### config.mk
export PLATFORM = sky130hd
export DESIGN_NAME = lfsr_seq_ctrl_flat
export DESIGN_NICKNAME = d
export VERILOG_FILES = /design/src/rtl/lfsr_seq_pkg.sv /design/src/rtl/lfsr_seq_ctrl_if.sv /design/src/rtl/lfsr_seq_cnt.sv /design/src/rtl/lfsr_seq_ctrl.sv /design/src/flat_wrapper.sv
export SDC_FILE = /design/constraint.sdc
export NUM_CORES = 1
export LEC_CHECK = 0
export CAP_MARGIN = 10
export CELL_PAD_IN_SITES_DETAIL_PLACEMENT = 0
export CELL_PAD_IN_SITES_GLOBAL_PLACEMENT = 2
export CORE_MARGIN = 1
export CORE_UTILIZATION = 38
export CTS_BUF_LIST = sky130_fd_sc_hd__clkbuf_4 sky130_fd_sc_hd__clkbuf_8
export DETAILED_ROUTE_END_ITERATION = 7
export GPL_TIMING_DRIVEN = 0
export PLACE_DENSITY = 0.8
export REMOVE_ABC_BUFFERS = 1
export SLEW_MARGIN = 20
export SYNTH_ARGS = -nofsm -noshare
export SYNTH_HDL_FRONTEND = slang
export SYNTH_SLANG_ARGS = --single-unit
### constraint.sdc
create_clock -name clk -period 2.8 [get_ports clk]
set_input_delay 0.56 -clock clk [delete_from_list [all_inputs] [get_ports clk]]
set_output_delay 0.56 -clock clk [all_outputs]
set_load 0.02 [all_outputs]
### src/rtl/lfsr_seq_pkg.sv
// Shared types and mux encodings for the scan-LFSR sequencer.
// Pure definitions: no latency, no flow control.
package lfsr_seq_pkg;

    typedef enum logic [2:0] {
        IDLE   = 3'd0,
        LOAD   = 3'd1,
        RUN    = 3'd2,
        UNLOAD = 3'd3,
        DONE   = 3'd4
    } state_e;

    localparam logic SEL_FUNC  = 1'b1;
    localparam logic SEL_SHIFT = 1'b0;
    localparam logic SEL1_SCAN = 1'b1;
    localparam logic SEL1_GND  = 1'b0;

endpackage

### src/rtl/lfsr_seq_ctrl_if.sv
// Host handshake plus chain control lines of the LFSR sequencer.
// Master = host/chain side, slave = sequencer; no flow control beyond start/abort.
interface lfsr_seq_ctrl_if #(
    parameter int WIDTH = 8,
    parameter int CNT_W = 16
);
    logic             start;
    logic             abort;
    logic [WIDTH-1:0] seed;
    logic [CNT_W-1:0] run_len;
    logic             scan_out;
    logic             sel;
    logic             sel1;
    logic             scan_in;
    logic             busy;
    logic             done;
    logic [WIDTH-1:0] signature;

    modport master (
        output start, abort, seed, run_len, scan_out,
        input  sel, sel1, scan_in, busy, done, signature
    );

    modport slave (
        input  start, abort, seed, run_len, scan_out,
        output sel, sel1, scan_in, busy, done, signature
    );
endinterface

### src/rtl/lfsr_seq_cnt.sv
// Loadable down counter shared by all sequencer phases; saturates at zero.
// Next value visible combinationally on cnt_nxt; zero reflects the registered count.
module lfsr_seq_cnt #(
    parameter int CNT_W = 16
) (
    input  logic             clk,
    input  logic             rst_n,
    input  logic             load,
    input  logic             dec,
    input  logic [CNT_W-1:0] load_val,
    output logic [CNT_W-1:0] cnt_nxt,
    output logic             zero
);

    logic [CNT_W-1:0] cnt_q;
    logic [CNT_W-1:0] cnt_d;

    always_comb begin
        cnt_d = cnt_q;
        if (load) begin
            cnt_d = load_val;
        end else if (dec && (cnt_q != '0)) begin
            cnt_d = cnt_q - CNT_W'(1);
        end
    end

    always_ff @(posedge clk or negedge rst_n) begin
        if (!rst_n) begin
            cnt_q <= '0;
        end else begin
            cnt_q <= cnt_d;
        end
    end

    assign cnt_nxt = cnt_d;
    assign zero    = (cnt_q == '0);

endmodule

### src/rtl/lfsr_seq_ctrl.sv
// Seed-load / run / unload sequencer for a scan LFSR chain; DONE lands 1+2*WIDTH+run_len cycles after accept.
// Start accepted only in IDLE (no queueing); abort returns to IDLE next edge except in DONE.
module lfsr_seq_ctrl #(
    parameter int WIDTH = 8,
    parameter int CNT_W = 16
) (
    input  logic           clk,
    input  logic           rst_n,
    lfsr_seq_ctrl_if.slave bus
);
    import lfsr_seq_pkg::*;

    localparam int IDX_W = (WIDTH > 1) ? $clog2(WIDTH) : 1;
    localparam logic [CNT_W-1:0] LAST_BIT = CNT_W'(WIDTH - 1);

    state_e           state_q, state_d;
    logic [WIDTH-1:0] seed_q, seed_d;
    logic [CNT_W-1:0] run_q, run_d;
    logic [WIDTH-1:0] sh_q, sh_d;
    logic [WIDTH-1:0] signature_q, signature_d;
    logic             sel_q, sel_d;
    logic             sel1_q, sel1_d;
    logic             scan_in_q, scan_in_d;
    logic             busy_q, busy_d;
    logic             done_q, done_d;

    logic             cnt_load;
    logic             cnt_dec;
    logic [CNT_W-1:0] cnt_val;
    logic [CNT_W-1:0] cnt_nxt;
    logic             cnt_zero;

    lfsr_seq_cnt #(.CNT_W(CNT_W)) u_cnt (
        .clk      (clk),
        .rst_n    (rst_n),
        .load     (cnt_load),
        .dec      (cnt_dec),
        .load_val (cnt_val),
        .cnt_nxt  (cnt_nxt),
        .zero     (cnt_zero)
    );

    // Next-state: the counter is reloaded on every phase entry and runs down to zero.
    always_comb begin
        state_d  = state_q;
        seed_d   = seed_q;
        run_d    = run_q;
        sh_d     = sh_q;
        cnt_load = 1'b0;
        cnt_dec  = 1'b0;
        cnt_val  = '0;
        case (state_q)
            IDLE: begin
                if (bus.start && !bus.abort) begin
                    state_d  = LOAD;
                    seed_d   = bus.seed;
                    run_d    = bus.run_len;
                    cnt_load = 1'b1;
                    cnt_val  = LAST_BIT;
                end
            end
            LOAD: begin
                if (bus.abort) begin
                    state_d = IDLE;
                end else if (cnt_zero) begin
                    cnt_load = 1'b1;
                    if (run_q != '0) begin
                        state_d = RUN;
                        cnt_val = run_q - CNT_W'(1);
                    end else begin
                        state_d = UNLOAD;
                        cnt_val = LAST_BIT;
                    end
                end else begin
                    cnt_dec = 1'b1;
                end
            end
            RUN: begin
                if (bus.abort) begin
                    state_d = IDLE;
                end else if (cnt_zero) begin
                    state_d  = UNLOAD;
                    cnt_load = 1'b1;
                    cnt_val  = LAST_BIT;
                end else begin
                    cnt_dec = 1'b1;
                end
            end
            UNLOAD: begin
                if (bus.abort) begin
                    state_d = IDLE;
                end else begin
                    sh_d = {sh_q[WIDTH-2:0], bus.scan_out};
                    if (cnt_zero) begin
                        state_d = DONE;
                    end else begin
                        cnt_dec = 1'b1;
                    end
                end
            end
            DONE: begin
                state_d = IDLE;
            end
            default: begin
                state_d = IDLE;
            end
        endcase
    end

    // Outputs decoded from the next state/count so the registered values line up with the state.
    always_comb begin
        sel_d       = SEL_SHIFT;
        sel1_d      = SEL1_GND;
        scan_in_d   = 1'b0;
        busy_d      = 1'b0;
        done_d      = 1'b0;
        signature_d = signature_q;
        case (state_d)
            LOAD: begin
                sel1_d    = SEL1_SCAN;
                scan_in_d = seed_d[cnt_nxt[IDX_W-1:0]];
                busy_d    = 1'b1;
            end
            RUN: begin
                sel_d  = SEL_FUNC;
                busy_d = 1'b1;
            end
            UNLOAD: begin
                busy_d = 1'b1;
            end
            DONE: begin
                done_d      = 1'b1;
                signature_d = sh_d;
            end
            default: begin
                busy_d = 1'b0;
            end
        endcase
    end

    always_ff @(posedge clk or negedge rst_n) begin
        if (!rst_n) begin
            state_q     <= IDLE;
            seed_q      <= '0;
            run_q       <= '0;
            sh_q        <= '0;
            signature_q <= '0;
            sel_q       <= 1'b0;
            sel1_q      <= 1'b0;
            scan_in_q   <= 1'b0;
            busy_q      <= 1'b0;
            done_q      <= 1'b0;
        end else begin
            state_q     <= state_d;
            seed_q      <= seed_d;
            run_q       <= run_d;
            sh_q        <= sh_d;
            signature_q <= signature_d;
            sel_q       <= sel_d;
            sel1_q      <= sel1_d;
            scan_in_q   <= scan_in_d;
            busy_q      <= busy_d;
            done_q      <= done_d;
        end
    end

    assign bus.sel       = sel_q;
    assign bus.sel1      = sel1_q;
    assign bus.scan_in   = scan_in_q;
    assign bus.busy      = busy_q;
    assign bus.done      = done_q;
    assign bus.signature = signature_q;

endmodule

### src/flat_wrapper.sv
// flat-port wrapper written by rule: the top's interface ports become plain ports
module lfsr_seq_ctrl_flat import lfsr_seq_pkg::*;
#(
    parameter int WIDTH = 8,
    parameter int CNT_W = 16
)
  (clk, rst_n, bus_start, bus_abort, bus_seed, bus_run_len, bus_scan_out, bus_sel, bus_sel1, bus_scan_in, bus_busy, bus_done, bus_signature);
  lfsr_seq_ctrl_if #(.WIDTH(WIDTH), .CNT_W(CNT_W)) bus_i ();
  input  logic clk;
  input  logic rst_n;
  input wire logic [$bits(bus_i.start)-1:0] bus_start;
  input wire logic [$bits(bus_i.abort)-1:0] bus_abort;
  input wire logic [$bits(bus_i.seed)-1:0] bus_seed;
  input wire logic [$bits(bus_i.run_len)-1:0] bus_run_len;
  input wire logic [$bits(bus_i.scan_out)-1:0] bus_scan_out;
  output wire logic [$bits(bus_i.sel)-1:0] bus_sel;
  output wire logic [$bits(bus_i.sel1)-1:0] bus_sel1;
  output wire logic [$bits(bus_i.scan_in)-1:0] bus_scan_in;
  output wire logic [$bits(bus_i.busy)-1:0] bus_busy;
  output wire logic [$bits(bus_i.done)-1:0] bus_done;
  output wire logic [$bits(bus_i.signature)-1:0] bus_signature;
  assign bus_i.start = bus_start;
  assign bus_i.abort = bus_abort;
  assign bus_i.seed = bus_seed;
  assign bus_i.run_len = bus_run_len;
  assign bus_i.scan_out = bus_scan_out;
  assign bus_sel = bus_i.sel;
  assign bus_sel1 = bus_i.sel1;
  assign bus_scan_in = bus_i.scan_in;
  assign bus_busy = bus_i.busy;
  assign bus_done = bus_i.done;
  assign bus_signature = bus_i.signature;
  lfsr_seq_ctrl #(.WIDTH(WIDTH), .CNT_W(CNT_W)) u_core (.clk(clk), .rst_n(rst_n), .bus(bus_i));
endmodule
Word-level counts from Yosys, hierarchy flattened --
Index checks and enable logic that the tools add are counted. W data, S select, Z words.
Word-level totals: register bits 64, bits of input ports 29, logic and storage cells 70, output and inout bits 13
Operators by class: muxes and demuxes 36, reduce and logical (&&, ||, !) cells 12, add/subtract/negate cells 2, order comparisons 1, equal/unequal tests 7
Operators by type and width (count):
- $mux W16 | 6
- $pmux W16 S3 | 1
- $mux W8 | 4
- $reduce_bool A16 Y1 | 2
- $sub A16 B1 Y16 const B | 2
- $mux W3 | 9
- $logic_not A16 Y1 | 1
- $mux W1 | 13
- $eq A3 B2 Y1 const B | 4
- $pmux W3 S4 | 1
- $eq A3 B1 Y1 const B | 2
- $reduce_or A3 Y1 | 2
- $lt A3 B4 Y1 const B | 1
- $bmux W1 S3 | 1
- $eq A3 B3 Y1 const B | 1
- $logic_not A3 Y1 | 1
- $logic_and A1 B1 Y1 | 2
- $pmux W1 S2 | 1
- $reduce_and A2 Y1 | 1
- $reduce_bool A2 Y1 | 1
- $reduce_or A2 Y1 | 1
- $logic_not A1 Y1 | 1

Depth between registers and ports, before layout --
depth after elaboration 10, mapped depth 11, gate-level depth less buffers 11

Cells and area by module --
Synthesis repeated with hierarchy kept, for this count alone.
Unflattened totals: cell total of the unflattened synthesis 312, area, all modules 3363.2 um2
Modules (own cells, without submodules):
- lfsr_seq_ctrl | times used 1, sequential area each 1201.2 um2, area each 2311.0 um2, cells each 188
- lfsr_seq_cnt | times used 1, sequential area each 400.4 um2, area each 1052.3 um2, cells each 124

Worst setup path after synthesis --
OpenSTA, ideal clock, no wires.
kind reg-to-reg, from register u_core.u_cnt.cnt_q[11], to register u_core.scan_in_q (netlist: u_core.bus.scan_in), arrival 2.463 ns, path buffers 0, setup time 0.120 ns, clock period less this slack 2.582 ns, slack 0.218 ns, required time 2.680 ns, cell stages (with the launch flop) 8, cells stage by stage dfrtp_1 or4_4 or3_4 a221o_1 a22oi_4 mux2i_1 mux2i_1 a31o_1
Between the ends: word-level cells in the longest chain between the ends 10, elaborated cells on any way between the ends 27, those cells by class eq/ne: 1; mux: 23; reduce/logical: 3
RTL lines:
- start: declaration | RTL line lfsr_seq_cnt.sv:15 | logic [CNT_W-1:0] cnt_q;
- start signal: assignment | RTL line lfsr_seq_cnt.sv:31 | cnt_q <= cnt_d;
- $logic_not A16 Y1 | RTL line lfsr_seq_cnt.sv:36 | assign zero = (cnt_q == '0);
- $mux W1 | RTL line lfsr_seq_ctrl.sv:65, lfsr_seq_ctrl.sv:81, lfsr_seq_ctrl.sv:94
- $mux W1 | RTL line lfsr_seq_ctrl.sv:79 | if (bus.abort) begin
- $mux W1
- $logic_and A1 B1 Y1 | RTL line lfsr_seq_cnt.sv:22 | end else if (dec && (cnt_q != '0)) begin
- $mux W16 | RTL line lfsr_seq_cnt.sv:22
- $mux W16 * | RTL line lfsr_seq_cnt.sv:20 | if (load) begin
- via u_core.cnt_nxt[2] | RTL line lfsr_seq_ctrl.sv:30 | logic [CNT_W-1:0] cnt_nxt;
- $bmux W1 S3 * | RTL line lfsr_seq_ctrl.sv:121 | scan_in_d = seed_d[cnt_nxt[IDX_W-1:0]];
- $mux W1 (not written as such) * | RTL line lfsr_seq_ctrl.sv:121
- $mux W1 * | RTL line lfsr_seq_ctrl.sv:118 | case (state_d)
- via u_core.scan_in_d | RTL line lfsr_seq_ctrl.sv:23 | logic scan_in_q, scan_in_d;
- end signal: assignment | RTL line lfsr_seq_ctrl.sv:161 | scan_in_q <= scan_in_d;
- end: declaration | RTL line lfsr_seq_ctrl.sv:23
Mark *: on every way through the listed nets, which the timed path passes. The rest lies on a longest branch. The select of a mux whose other input is x is not followed. A chain may end at the register's enable or synchronous reset.

Worst setup path in the final report --
Same ends and word-level chain as after synthesis.

==> qor.yml <==
logic_synthesis:
  synth_flop_cell: "dfrtp_1"
  synth_area_leader_cell: "dfrtp_1"
  yosys_warnings: 0
  syn_avg_cell_area_um2: 11.97
  ys_types: 48
  syn_inst: 265
  synth_area_leaders: "dfrtp_1 50%, mux2_2 15%, xnor2_1 4.7%"
  synth_enable_flop_cells: 0
  ys_ff_latch: 64
  syn_area_um2: 3173
  ys_seq_area_share_pct: 50.47
  postSynth.asyncResetShare_pct: 100.0
  synth_top_area_share_pct: 50.47
routing:
  drc: 0
  routed_wl_um: 6283
  ant_nets: 0
  initialDrtViolationCount: 99
  viasPerCell: 5.139
  detail_route.first_pass.iterations: 4
  num_vias: 2174
  avgRoutedWirePerCell_um: 14.85
min_path:
  hp-class: "in -> async"
layout:
  fin_nets: 348
  final_layout_size_suffix_gt1_share_pct: 26.17
  regArea_um2: 1605
  n_antenna_cell: 0
  finalNonFillerCells: 423
  multiInputGateArea_um2: 1541
  fill_cells: 696
  syn2layout_area_growth_pct: 25.67
  final_area_um2: 3988
  final_core_util_pct: 50.56
timing:
  rsz0062_at_grt: "true"
  hold_viol_final: 0
  final-setup-viol-count: 0
  fin_crit_sh_pct: 97.88
  fin_skew_ns: 0.007697
  worstMarginPinSlew_ns: 0.5007
  period_needed_ns: 2.741
  max_slew_margin_pct: 66.59
  max_freq_mhz: 364.9
  maxSlewViolCount: 0
worst_setup_path:
  r2r_start: "u_core.u_cnt.cnt_q[11]"
  endpoint_kind: "flip-flop"
  crit_arrival_ns: 2.97
  r2r_cells: 8
  reg2reg_to: "u_core.bus.scan_in"
  reg2reg_slack_ns: 0.06
  cp_max_fo: 6
  worst-endpoint-required_ns: 3.03
  start_kind: "flip-flop"
  critPathKind: "reg -> reg"
placement:
  place_area_um2: 3712
  dp.cells: 402
  gp_congestion: 0.7483
  dp_hpwl_um: 4549
  port_buffers: 41
global_route:
  track_usage_pct: 16.38
  antenna_found_initial: 0
  grt_overflow_total: 0
  grt_pass1_vias: 2187
  grt_pass1_wl_um: 10780
  grt_max_degree: 39
clock_network:
  root_buffer: "clkbuf_8"
  cts_made_buffers: 9
  cts.sinks: 64
  cts_hold_buf: 0
  clk_transition_reported_paths_ns: 0.07
  cts_tree: "yes"
  htreeDepth: 3
  cts_buffer_depth: 2
  clk_latency_ns: 0.34
die:
  core_area_um2: 7888
  rows: 32
  num_io_pins: 42
  initial_utilization_pct: 40.23
  dieWidth_um: 93.38
  die-height_um: 93.38
  die-area_um2: 8720
power_and_ir_drop:
  p_leak_nw: 1.786
  vdd_drop_max_mv: 0.2480
  p_per_area_nw_per_um2: 582.3
run_status:
  outcome: "complete, no violations"
flow_run:
  maxCapViolations: 0
[routing by layer]
layer | global-route usage (%) | wire, µm | up-vias
met5 | 0 | 0 | -
met4 | 6.923 | 103 | 0
met3 | 4.065 | 257 | 9
met2 | 24.82 | 2893 | 40
met1 | 22.29 | 3028 | 1051
li1 | - | - | 1074
[cells in the mapped netlist (4+ instances only)]
cell,n
xor2_1,10
inv_1,9
mux2_2,41
o22ai_1,12
nor2_1,16
nand2_1,10
o21ai_0,6
dfrtp_1,64
nor3_1,12
nor4_1,4
clkbuf_1,5
xnor2_1,17
mux2i_1,5
[report_power, final]
group / total [W] / internal, W / switching [W]
Sequential: 0.00110 / 0.00102 / 0.0000835
Combinational: 0.000400 / 0.000215 / 0.000185
Clock: 0.000822 / 0.000477 / 0.000345
[placed cells by master, fill, tap and decap left out, types with 3 or more instances in the layout]
| cell | instances |
|---|---|
| dfrtp_1 | 61 |
| mux2_2 | 41 |
| clkdlybuf4s50_1 | 40 |
| xnor2_1 | 17 |
| nor2_1 | 16 |
| o22ai_1 | 12 |
| nor3_1 | 11 |
| clkbuf_8 | 11 |
| xor2_1 | 10 |
| inv_1 | 9 |
| nand2_1 | 9 |
| buf_4 | 7 |
| o21ai_0 | 6 |
| mux2i_1 | 5 |
| nor4_1 | 4 |
| or4_1 | 3 |
| nand3_1 | 3 |
| and3_1 | 3 |
| dfrtp_2 | 3 |
[worst max-delay path by stage]
| stage | slack (ns) | cells past startpoint | startpoint | end |
|---|---|---|---|---|
| 4_1_cts | -0.02 | 8 | u_core.u_cnt.cnt_q[5] | u_core.bus.scan_in |
| 2_1_floorplan | 0.22 | 7 | u_core.u_cnt.cnt_q[11] | u_core.bus.scan_in |
| 6_report | 0.06 | 8 | u_core.u_cnt.cnt_q[11] | u_core.bus.scan_in |
| 3_5_place_dp | -0.78 | 8 | bus_abort | u_core.bus.scan_in |
| 5_1_grt | -0.09 | 11 | u_core.run_q[0] | u_core.bus.scan_in |
| 3_3_place_gp | -0.95 | 1 | rst_n | u_core.run_q[4] |
[metrics by stage]
step	hold slack, ns	total power [W]	setup WS (ns)	TNS (ns)
global route	0.1473	0.002461	-0.08646	-0.08646
global placement	0.4785	0.001499	-0.9529	-76.15
finish	0.1294	0.002322	0.05947	0
detailed placement	0.4864	0.001512	-0.7786	-11.70
CTS	0.1234	0.002347	-0.01872	-0.01872
floorplan	0.2644	0.001360	0.2176	0
[repair_timing]
item	CTS	global route
buffers inserted	3	2
gates resized for setup	6	5
pin swaps	5	5
setup endpoints to repair	2	10
cloned	0	0
[sequential cells by signal (all words and copies together) (netlist names)]
signal,flops
u_core.bus.busy,1
u_core.bus.done,1
u_core.bus.scan_in,1
u_core.bus.sel,1
u_core.bus.sel1,1
u_core.bus.signature,8
u_core.run_q,16
u_core.seed_q,8
u_core.sh_q,8
u_core.state_q,3
u_core.u_cnt.cnt_q,16
[worst max-delay path, cell delays in order, from the launching register on]
cell	delay, ns
dfrtp_1	0.39
or4_4	0.59
or4_4	0.49
nor2_1	0.24
and3_1	0.30
a22oi_4	0.11
mux2i_1	0.19
mux2i_1	0.09
a31o_1	0.22
[final cells by class]
class                      count  share of cell area, %
tap                          102                  3.200
sequential                    64                  40.26
clock buffer                  13                  4.173
inverter                       9                 0.8472
multi-input combinational    184                  38.66
clock inverter                 3                  1.004
timing repair buffer          48                  11.86
[kinds of logic after synthesis]
logic type	after synthesis	share of synthesized area, %
AND/OR/NAND/NOR	71	13.80
XOR/XNOR	27	7.452
flip-flops	64	50.47
buffers and inverters	17	2.169
adder cells (fa/ha/maj)	3	1.183
AO/OA/AOI/OAI	37	8.793
multiplexers	46	16.13
Power figures use the tool's default switching activity.
==> RTL edit 1 (same flow settings) <==
`CNT_W` is set to 16 in 4 places; all go to 12.
--- a/src/rtl/lfsr_seq_ctrl_if.sv
+++ b/src/rtl/lfsr_seq_ctrl_if.sv
@@ -2,7 +2,7 @@
 // Master = host/chain side, slave = sequencer; no flow control beyond start/abort.
 interface lfsr_seq_ctrl_if #(
     parameter int WIDTH = 8,
-    parameter int CNT_W = 16
+    parameter int CNT_W = 12
 );
     logic             start;
     logic             abort;
--- a/src/rtl/lfsr_seq_cnt.sv
+++ b/src/rtl/lfsr_seq_cnt.sv
@@ -1,7 +1,7 @@
 // Loadable down counter shared by all sequencer phases; saturates at zero.
 // Next value visible combinationally on cnt_nxt; zero reflects the registered count.
 module lfsr_seq_cnt #(
-    parameter int CNT_W = 16
+    parameter int CNT_W = 12
 ) (
     input  logic             clk,
     input  logic             rst_n,
--- a/src/rtl/lfsr_seq_ctrl.sv
+++ b/src/rtl/lfsr_seq_ctrl.sv
@@ -2,7 +2,7 @@
 // Start accepted only in IDLE (no queueing); abort returns to IDLE next edge except in DONE.
 module lfsr_seq_ctrl #(
     parameter int WIDTH = 8,
-    parameter int CNT_W = 16
+    parameter int CNT_W = 12
 ) (
     input  logic           clk,
     input  logic           rst_n,
--- a/src/flat_wrapper.sv
+++ b/src/flat_wrapper.sv
@@ -2,7 +2,7 @@
 module lfsr_seq_ctrl_flat import lfsr_seq_pkg::*;
 #(
     parameter int WIDTH = 8,
-    parameter int CNT_W = 16
+    parameter int CNT_W = 12
 )
   (clk, rst_n, bus_start, bus_abort, bus_seed, bus_run_len, bus_scan_out, bus_sel, bus_sel1, bus_scan_in, bus_busy, bus_done, bus_signature);
   lfsr_seq_ctrl_if #(.WIDTH(WIDTH), .CNT_W(CNT_W)) bus_i ();
Interface: changed (resized bus_run_len); port bits go from 42 to 38. No check against the original RTL was run, so the function may have changed too.
==> RTL edit 1 against the unedited design <==
Sequential cell count down 8. Synthesized area down 11%. Synthesized cell count down 13%. Via count down 15%. Final area down 14%. Worst setup slack better by 0.14 ns. Fmax up 5.3%. Worst hold slack better by 0.15 ns. Routed wire length down 15%. Global-route usage down 1.1 points. Total power down 13%. Cell count down 13%. Highest routed layer unchanged.
==> RTL edit 1: results (changes against the unedited design) <==
| Metric | Value |
|---|---|
| Slowest stage delay, CP | `0.50 ns (-0.09 ns)` |
| Worst-path clk slew | `0.10 ns (+0.03 ns)` |
| First-pass GRT wire length | `8.91 mm (-17%)` |
| Post-route minimum period | `2.60 ns (-0.137 ns)` |
| M3 GR Usage | `3.49% (-0.58 points)` |
| Clk_lat worst skew | `0.31 ns (-0.03 ns)` |
| Switching portion of total power | `27.4% (+0.95 points)` |
| Inserted Diodes | `0 (unchanged)` |
| Routed WL | `5.34 mm (-15%)` |
| Register-to-Register Path Depth | `9 (+1)` |
| Pre-CTS worst setup slack | `-0.541 ns (+0.238 ns)` |
| Cts repair resizes | `1 (-5)` |
| Pin count of the biggest net entering global routing | `57 (+46%)` |
| FF-to-FF Start | `u_core.u_cnt.cnt_q[0]` |
| Fraction of layout cells with a size suffix above 1 | `23.4% (-2.7 points)` |
| Status | `completed` |
| Worst hold path class | `input port to async pin` |
| Clk pwr share | `31.0% (-4.4 points)` |
| Metal3 WL | `162 µm (-37%)` |
| Top flop regs | `u_core.run_q (12), u_core.u_cnt.cnt_q (12)` |
| Arrival time worst endpoint | `2.80 ns (-0.17 ns)` |
| Slew @ Worst Pin | `0.707 ns (+0.206 ns)` |
| GRT Util Overall | `15.3% (-1.1 points)` |
| Pleak | `1.39 nW (-22%)` |
| WL met1 | `2.78 mm (-8.2%)` |
| Critical-path top delay cell | `nand3_2` |
| Critical Path Fanout Max | `20 (+14)` |
| Synth top area cells | `dfrtp_1 50%, mux2_2 14%, xnor2_1 3.1%` |
| WHS | `0.276 ns (+0.147 ns)` |
| Met2 WL post-DR | `2.31 mm (-20%)` |
| Post-CTS Setup Bufs | `0 (-3)` |
| PortBufs | `37 (-9.8%)` |
| Filler Cell Count | `678 (-2.6%)` |
| Setup slack, reg-to-reg | `0.24 ns (+0.18 ns)` |
| Met2 Use GR | `21.2% (-3.6 points)` |
| Vias | `1841 (-15%)` |
| Distinct cell type count after synthesis | `51 (+6.3%)` |
| Worst clock skew | `0.00636 ns (-0.00134 ns)` |
| M1 GR Usage | `23.2% (+0.93 points)` |
| # nets final | `295 (-15%)` |
| Crit path from | `bus_abort` |
| Placer Congestion | `0.762 (+1.9%)` |
| Commonest cells post-synth | `56 x dfrtp_1, 36 x mux2_2, 15 x nand2_1` |
| Sequential power share | `48.8% (+1.4 points)` |
| Dpl hpwl | `3.84 mm (-16%)` |
| Power Density | `592 nW/µm² (+1.6%)` |
| Number of global-route vias before repair | `1826 (-17%)` |
| Inserted Clock Buffers | `5 (-4)` |
| VDD IR max | `0.000295 V (+19%)` |
| Post-synthesis sequential area ratio | `49.8% (-0.70 points)` |
| H-tree depth | `2 (-1)` |
[RTL edit 1: cell families (layout without fill, tap and decap cells)]
group,Yosys count,in the layout,synth area share [%]
AOI/OAI and AO/OA,32,32,9.29
xor gates and xnor gates,20,20,6.22
adders and majority gates,2,2,0.889
buffers and inverters,16,54,2.67
DFF,56,56,49.8
muxes,39,39,15.5
and+or+nand+nor,66,66,15.7
[RTL edit 1: final cells by class]
cell class              instances  share of cell area [%]
repair buffers                 37                    10.8
clock buffers                   5                    2.01
well taps                      99                    3.62
flip-flops and latches         56                    41.0
inverters                       9                   0.988
multi-input cells             159                    39.6
clock inverters                 3                    2.01
[RTL edit 1: stage by stage]
stage               instances  utilization [%]  cell area (µm²)
floorplan                 224                -             2770
global placement          360             45.3             3270
detailed placement        360             45.3             3270
CTS                       368             47.2             3410
global route              368             47.4             3420
finish                    368             47.4             3420
==> RTL edit 2 (same flow settings) <==
Made on the original files. Reset style: synchronous (`rst_n`), changed in 2 clocked blocks.
--- a/src/rtl/lfsr_seq_cnt.sv
+++ b/src/rtl/lfsr_seq_cnt.sv
@@ -24,7 +24,7 @@
         end
     end
 
-    always_ff @(posedge clk or negedge rst_n) begin
+    always_ff @(posedge clk) begin
         if (!rst_n) begin
             cnt_q <= '0;
         end else begin
--- a/src/rtl/lfsr_seq_ctrl.sv
+++ b/src/rtl/lfsr_seq_ctrl.sv
@@ -138,7 +138,7 @@
         endcase
     end
 
-    always_ff @(posedge clk or negedge rst_n) begin
+    always_ff @(posedge clk) begin
         if (!rst_n) begin
             state_q     <= IDLE;
             seed_q      <= '0;
Behaviour: differs if rst_n is asserted again (counterexample within 4 cycles, from zero or initial values and one cycle with rst_n low); with rst_n held inactive, the same outputs for 10 cycles.
==> RTL edit 2 against the unedited design <==
Total power up 13%. Synthesized cell count up 52%. Worst setup slack better by 0.19 ns. Final area down 1.5%. Routed wire length up 24%. Largest power group unchanged. First-iteration DRC count up 39%. Sequential cell count down 1. Global-route usage up 2.7 points. Synthesized area up 0.71%. Die area up 0.69%.
==> RTL edit 2: results (changes against the unedited design) <==
| Metric | Value |
|---|---|
| Status | `completed` |
| VDD IR max | `0.000326 V (+32%)` |
| Filler Cell Count | `835 (+20%)` |
| PortBufs | `41 (unchanged)` |
| Inserted Diodes | `0 (unchanged)` |
| Vias | `2881 (+33%)` |
| Placed Instance Area | `3640 µm² (-2.0%)` |
| Routed WL | `7.80 mm (+24%)` |
| Syn_area_per_cell | `7.91 µm² (-34%)` |
| Distinct cell type count after synthesis | `49 (+2.1%)` |
| H-tree depth | `3 (unchanged)` |
| First-pass GRT wire length | `13.0 mm (+21%)` |
| Hold path depth | `2` |
| Slew @ Worst Pin | `0.863 ns (+0.362 ns)` |
| Cts repair resizes | `5 (-1)` |
| # nets final | `463 (+33%)` |
| Synth top area cells | `dfxtp_1 39%, nand2_1 8.7%, a21oi_1 6.6%` |
| Syn. warnings | `0 (unchanged)` |
| Fraction of layout cells with a size suffix above 1 | `10.1% (-16 points)` |
| Pin count of the biggest net entering global routing | `45 (+15%)` |
| Root buffer cell | `clkbuf_8` |
| Worst-path clk slew | `0.07 ns (about the same)` |
| Worst clock skew | `0.00369 ns (-0.00400 ns)` |
| Top flop regs | `u_core.run_q (16), u_core.u_cnt.cnt_q (16)` |
| GRT Util Overall | `19.1% (+2.7 points)` |
| Critical Path Fanout Max | `21 (+15)` |
| WL met1 | `3.90 mm (+29%)` |
| Post-CTS Setup Bufs | `0 (-3)` |
| Initial antenna violation count | `0 (unchanged)` |
| Metal3 WL | `388 µm (+51%)` |
| Placer Congestion | `0.750 (+0.17%)` |
| Async set-reset flop share out of synthesis | `0% (-100 points)` |
| Number of global-route vias before repair | `2621 (+20%)` |
| Placed Cells | `525 (+31%)` |
| Pre-CTS worst setup slack | `-0.748 ns (+0.0307 ns)` |
| Iter 0 DRT Violations | `138 (+39%)` |
| Met2 WL post-DR | `3.39 mm (+17%)` |
| Routed len/inst | `14.4 µm (-3.0%)` |
| Drt first pass iters | `4 (unchanged)` |
| Pleak | `1.47 nW (-18%)` |
| Arrival time worst endpoint | `2.79 ns (-0.18 ns)` |
| Post-synthesis sequential area ratio | `39.5% (-11 points)` |
| Clk_lat worst skew | `0.34 ns (about the same)` |
| Register-to-Register Path Depth | `7 (-1)` |
| Commonest cells post-synth | `74 x nand2_1, 63 x dfxtp_1, 47 x nor2_1` |
| Worst hold path class | `flop to flop` |
| Dpl hpwl | `5.27 mm (+16%)` |
RTL edit 2: cell types whose count changed in the layout (fill, tap and decap cells not counted), moves of 6 or more:
cell	change
buf_4	-7
mux2_2	-41
o221a_2	+12
a21oi_1	+41
xnor2_1	-6
o22ai_1	-10
a31oi_1	+10
mux2i_1	+9
nand2_1	+65
xor2_1	-6
dfxtp_1	+63
o22a_1	+9
dfrtp_1	-61
nor2_1	+29
RTL edit 2: final cells by class:
| type | instances | area (µm²) | share of cell area, % |
|---|---|---|---|
| clock inverter | 6 | 116 | 2.96 |
| tap | 105 | 131 | 3.35 |
| inverter | 7 | 26.3 | 0.669 |
| clock buffer | 10 | 138 | 3.51 |
| sequential | 63 | 1260 | 32.1 |
| timing repair buffer | 41 | 410 | 10.5 |
| multi-input combinational | 309 | 1840 | 46.9 |
RTL edit 2: metrics by stage:
step	hold WS [ns]	TNS, ns
floorplan	0.436	0
detailed placement	0.449	-20.92
CTS	0.459	0
global placement	0.443	-26.87
finish	0.454	0
global route	0.479	0
RTL edit 2: worst max-delay path: stages:
cell and delay (ns):
clkdlybuf4s50_1 0.46, nor2_4 0.32, o21ai_0 0.28, nor2_4 0.47
and3_1 0.30, a31oi_1 0.10, o221a_2 0.30
RTL edit 2: cells by family after synthesis:
group | Yosys count | share of synthesized area, %
AND/OR/NAND/NOR | 184 | 26.9
XOR/XNOR | 15 | 4.11
multiplexers | 14 | 4.39
buffers and inverters | 32 | 3.99
AO/OA/AOI/OAI | 93 | 19.9
flip-flops | 63 | 39.5
adder cells (fa/ha/maj) | 3 | 1.17
RTL edit 2: metal layers:
metal	global-route usage, %	vias up
met2	28.6	69
met1	26.6	1319
met3	4.61	10
li1	-	1483
met5	0	-
met4	6.92	0
RTL edit 2: worst paths after layout:
check | from | to | slack (ns)
setup / recovery | bus_abort | u_core.u_cnt.cnt_q[15] | 0.25
hold / removal | u_core.seed_q[0] | u_core.seed_q[0] | 0.45
setup reg to reg | u_core.u_cnt.cnt_q[11] | u_core.u_cnt.cnt_q[8] | 0.34
hold reg to reg | u_core.seed_q[0] | u_core.seed_q[0] | 0.45
RTL edit 2: power by group:
part / switching, mW / internal, mW
registers: 0.0607 / 0.945
logic: 0.346 / 0.263
clock network: 0.388 / 0.622
total: 0.795 / 1.83
